## src/rtl/ssd_value_source.sv

```systemverilog
// Display value feeder: picks one of four observation buses with a debounced
// button, saturates it to 13 bits and holds it steady for the digit driver.
module ssd_value_source #(
   parameter logic [15:0] DEBOUNCE_CYCLES = 16'd50000,
   parameter logic [23:0] HOLD_CYCLES     = 24'd5000000
) (
   input  logic        clk,
   input  logic        rst,
   input  logic        btn,
   input  logic        freeze,
   input  logic [31:0] pc,
   input  logic [31:0] instr,
   input  logic [31:0] reg_data,
   input  logic [31:0] alu_result,
   output logic [12:0] num,
   output logic        ovf,
   output logic [1:0]  mode
);

   localparam logic [15:0] DB_LAST   = DEBOUNCE_CYCLES - 16'd1;
   localparam logic [23:0] HOLD_LAST = HOLD_CYCLES - 24'd1;

   logic        sync1;
   logic        sync2;
   logic        stable;
   logic        stable_d;
   logic        reload_pend;
   logic [15:0] db_cnt;
   logic [23:0] hold_cnt;
   logic        press;
   logic        tick;
   logic        load;
   logic [31:0] src;
   logic        src_big;

   assign press   = stable & ~stable_d;
   assign tick    = (hold_cnt == HOLD_LAST);
   assign load    = (tick | reload_pend) & ~freeze;
   assign src_big = |src[31:13];

   always_comb begin
      src = pc;
      case (mode)
         2'd0:    src = pc;
         2'd1:    src = instr;
         2'd2:    src = reg_data;
         default: src = alu_result;
      endcase
   end

   always_ff @(posedge clk or negedge rst) begin
      if (!rst) begin
         sync1 <= 1'b0;
         sync2 <= 1'b0;
      end else begin
         sync1 <= btn;
         sync2 <= sync1;
      end
   end

   // Any return to the stable level restarts the count, so short bounces vanish.
   always_ff @(posedge clk or negedge rst) begin
      if (!rst) begin
         stable <= 1'b0;
         db_cnt <= '0;
      end else if (sync2 == stable) begin
         db_cnt <= '0;
      end else if (db_cnt == DB_LAST) begin
         stable <= sync2;
         db_cnt <= '0;
      end else begin
         db_cnt <= db_cnt + 16'd1;
      end
   end

   always_ff @(posedge clk or negedge rst) begin
      if (!rst) begin
         stable_d <= 1'b0;
         mode     <= 2'd0;
      end else begin
         stable_d <= stable;
         if (press) begin
            mode <= mode + 2'd1;
         end
      end
   end

   // A press coinciding with a load re-arms the request so the new source follows.
   always_ff @(posedge clk or negedge rst) begin
      if (!rst) begin
         num         <= '0;
         ovf         <= 1'b0;
         hold_cnt    <= '0;
         reload_pend <= 1'b0;
      end else begin
         if (load) begin
            num      <= src_big ? 13'h1FFF : src[12:0];
            ovf      <= src_big;
            hold_cnt <= '0;
         end else if (tick) begin
            hold_cnt <= '0;
         end else begin
            hold_cnt <= hold_cnt + 24'd1;
         end

         if (press) begin
            reload_pend <= 1'b1;
         end else if (load) begin
            reload_pend <= 1'b0;
         end
      end
   end

endmodule

```

## config.mk

```make
export PLATFORM = sky130hd
export DESIGN_NAME = ssd_value_source
export DESIGN_NICKNAME = d
export VERILOG_FILES = /design/src/rtl/ssd_value_source.sv
export SDC_FILE = /design/constraint.sdc
export NUM_CORES = 1
export LEC_CHECK = 0
export CORE_UTILIZATION = 40
export CTS_BUF_LIST = sky130_fd_sc_hd__clkbuf_16
export CTS_CLUSTER_SIZE = 28
export DETAILED_ROUTE_END_ITERATION = 16
export PLACE_DENSITY = 0.84
export SKIP_CTS_REPAIR_TIMING = 1
export SLEW_MARGIN = 20
export SYNTH_ARGS = -nofsm -noshare
export SYNTH_HDL_FRONTEND = slang
export SYNTH_SLANG_ARGS = --single-unit
```

## constraint.sdc

```tcl
create_clock -name clk -period 2.2 [get_ports clk]
set_clock_uncertainty 0.15 [all_clocks]
set_input_delay 0.44 -clock clk [delete_from_list [all_inputs] [get_ports clk]]
set_output_delay 0.44 -clock clk [all_outputs]
set_load 0.03 [all_outputs]
```

==> results_dict.tcl <==
set metrics [dict create \
    status "completed" \
    clk_latency_ns 0.33 \
    post_synth_fa_ha_maj_area_fraction_pct 2.31 \
    final_layout_size_suffix_gt1_share_pct 8.15 \
    clock-sinks 61 \
    report.final.slew_viol_count 0 \
    synthXorXnorAreaFrac_pct 9.45 \
    avgSynthCellArea_um2 9.43 \
    first_global_vias 3064 \
    p_sw_share_pct 25.3 \
    period_minus_slack_ns 2.12 \
    met3_wirelength_um 553 \
    die_width_um 92.0 \
    clkPwrFrac_pct 42.2 \
    fin_tns_setup_ns 0 \
    ys_seq_area_share_pct 47.1 \
    dp_cells 587 \
    finalSetupViolations 0 \
    dr.max_layer_used "met4" \
    power_leakage_uw 0.00238 \
    grt_pass1_wl_um 14400 \
    intPower_uw 2420 \
    synth.mux.area_fraction_pct 1.00 \
    grt_start_max_net_pins 45 \
    ios 148 \
    vdd_drop_max_mv 0.309 \
    core.rowCount 32 \
    r2r-end "num[11]$_DFFE_PN0P_" \
    ff2ff_path_depth 6 \
    p_switching_uw 818 \
    holdPathEnd "sync2$_DFF_PN0_" \
    max_freq_mhz 472 \
    holdCritPathClass "reg -> reg" \
    ant_nets 0 \
    coreArea_um2 7770 \
    dieArea_um2 8470 \
    relSlewSlack_pct 67.0 \
    r2r_start "mode[0]$_DFFE_PN0P_" \
    ys_ff_latch 61 \
    via_count 3228 \
    yosys.area_share.simple_pct 25.4 \
    power.share.combinational_pct 17.5 \
    wl_met1_um 3700 \
    synth_edf_count 0 \
    worst_hold_path.num_cells 0 \
    final_hold_viol_count 0 \
    wl_met2_um 5090 \
    global_route.usage.total_pct 22.0 \
    remaining_drc_errors 0 \
    wl_um 9590 \
    power.density_nw_per_um2 608 \
    routed_via_density 5.34 \
    wl_per_cell_um 15.9 \
    synthTopCellsByArea "dfrtp_1 47%, nor2_1 6.9%, xnor2_1 6.8%, a222oi_1 4.0%, nor4_1 3.5%" \
    fin_crit_sh_pct 96.2 \
    cts-root-buf "clkbuf_16" \
    clk_pin_slew_worst_paths_ns 0.05 \
    synth_nets 482 \
    async_flop_share_pct 100 \
    seqPwrFrac_pct 40.3 \
    gp_congestion 0.900 \
    num_antenna_cells 0 \
    startpoint_type "flip-flop" \
    synthFlopType "dfrtp_1" \
    fin_cells 605 \
    hpwl_um 7120 \
    cts.path.max_buffers 2 \
    yosysWarnings 0 \
    synthDistinctLibCells 37 \
    layout.nets 636 \
    htree_levels 3 \
    worstHoldStart "sync1$_DFF_PN0_" \
    synthToLayoutAreaGrowth_pct 64.0 \
    die_y_um 92.0 \
    port_buffers 147 \
    crit_path_max_fanout 7 \
    end_kind "flip-flop" \
    synth_top_family_by_area "simple AND/OR/NAND/NOR gates" \
    crit_start "mode[0]$_DFFE_PN0P_" \
    crit_arrival_ns 2.18 \
    r2r_setup_slack_ns 0.08 \
    netlist_instances 344 \
    synth_common_cells "61 x dfrtp_1, 60 x nor2_1, 29 x nand2_1" \
    synth_top_area_share_pct 47.1 \
    maxCapViolations 0 \
    start_util_pct 41.8 \
    firstDrtPassIters 6 \
    worst-slew-pin-transition_ns 0.494 \
    yosysTopAreaCell "dfrtp_1" \
    synth_most_common_cell "dfrtp_1" \
    cts_buffers 9 \
    grt_overflow_total 0 \
    netlist_area_um2 3240 \
    cts_tree "yes" \
    critPathKind "reg -> reg" \
    cp.required_ns 2.26 \
    drtIter0Drc 144 \
    synth_compound_area_share_pct 11.4 \
    antenna_found_initial 0 \
]
## cells by family after synthesis
family / after synthesis
AO/OA/AOI/OAI: 50
XOR/XNOR: 35
adder cells (fa/ha/maj): 6
buffers and inverters: 24
flip-flops: 61
multiplexers: 3
AND/OR/NAND/NOR: 165
## worst max-delay path by stage
stage	cells after the start	to
2_1_floorplan	7	num[0]$_DFFE_PN0P_
3_3_place_gp	7	num[12]$_DFFE_PN0P_
3_5_place_dp	7	num[10]$_DFFE_PN0P_
4_1_cts	7	num[9]$_DFFE_PN0P_
5_1_grt	7	num[7]$_DFFE_PN0P_
6_report	6	num[11]$_DFFE_PN0P_
## placed cells by master (no fill, tap or decap), types with 3 or more instances in the layout
master	synthesis	layout
clkbuf_16	0	10
inv_1	9	9
a21oi_1	3	3
o21ai_0	16	16
dlymetal6s2s_1	0	32
and3_1	5	5
nor2_1	60	60
buf_12	0	3
clkinvlp_4	0	3
nor3_1	11	11
a222oi_1	13	13
or3_1	5	5
nor4_1	18	11
nor4b_1	3	3
a31oi_1	14	14
nand3_1	14	14
buf_4	1	5
xnor2_1	25	25
nand2_1	29	29
nand4_1	7	7
xor2_1	10	10
clkdlybuf4s50_1	0	114
nor4_2	3	10
ha_1	6	5
dfrtp_1	61	61
## power groups by stage
stage                     Sequential (uW)  Combinational, uW  Clock [uW]
after floorplan                      1340                182           0
after detailed placement             1320                564           0
after global placement               1320                545           0
after global routing                 1320                616        1430
final                                1300                567        1360
after CTS                            1300                570        1380
## per-layer routing
metal  vias to the layer above  global-route usage (%)
met4                         0                    9.24
met2                       118                    37.6
met3                        24                    6.30
met5                         -                       0
li1                       1548                       -
met1                      1538                    25.7
## critical path, stage by stage (launching register included)
cell and delay (ns):
dfrtp_1 0.44, ha_1 0.27, nor4_1 0.29, a31oi_1 0.19, o32ai_4 0.35, clkbuf_16 0.22, a31oi_1 0.07
## stage by stage
step / setup WS (ns) / power [uW] / utilization (%) / hold slack, ns / instance area [um2]
2_1_floorplan: 0.133 / 1530 / - / -0.00559 / 3240
3_3_place_gp: -0.284 / 1860 / 62.6 / 0.183 / 4860
3_5_place_dp: -0.327 / 1890 / 62.6 / 0.186 / 4860
4_1_cts: 0.0255 / 3250 / 66.4 / -0.0934 / 5160
5_1_grt: -0.0537 / 3360 / 68.5 / 0.209 / 5320
6_report: 0.0829 / 3230 / 68.5 / 0.200 / 5320
## state kept, by name (all words and copies together) (netlist names)
register and cells:
db_cnt 16, hold_cnt 24, mode 2, num 13
ovf 1, reload_pend 1, stable 1, stable_d 1
sync1 1, sync2 1
## layout make-up
class                   instances  area, um2
clock buffers                   9        225
multi-input cells             259       1660
repair buffers                157       1680
flip-flops and latches         61       1530
inverters                      10       37.5
clock inverters                 7       66.3
fillers                       591       2450
well taps                     102        128
No activity file was read; power rests on OpenSTA's default activity.
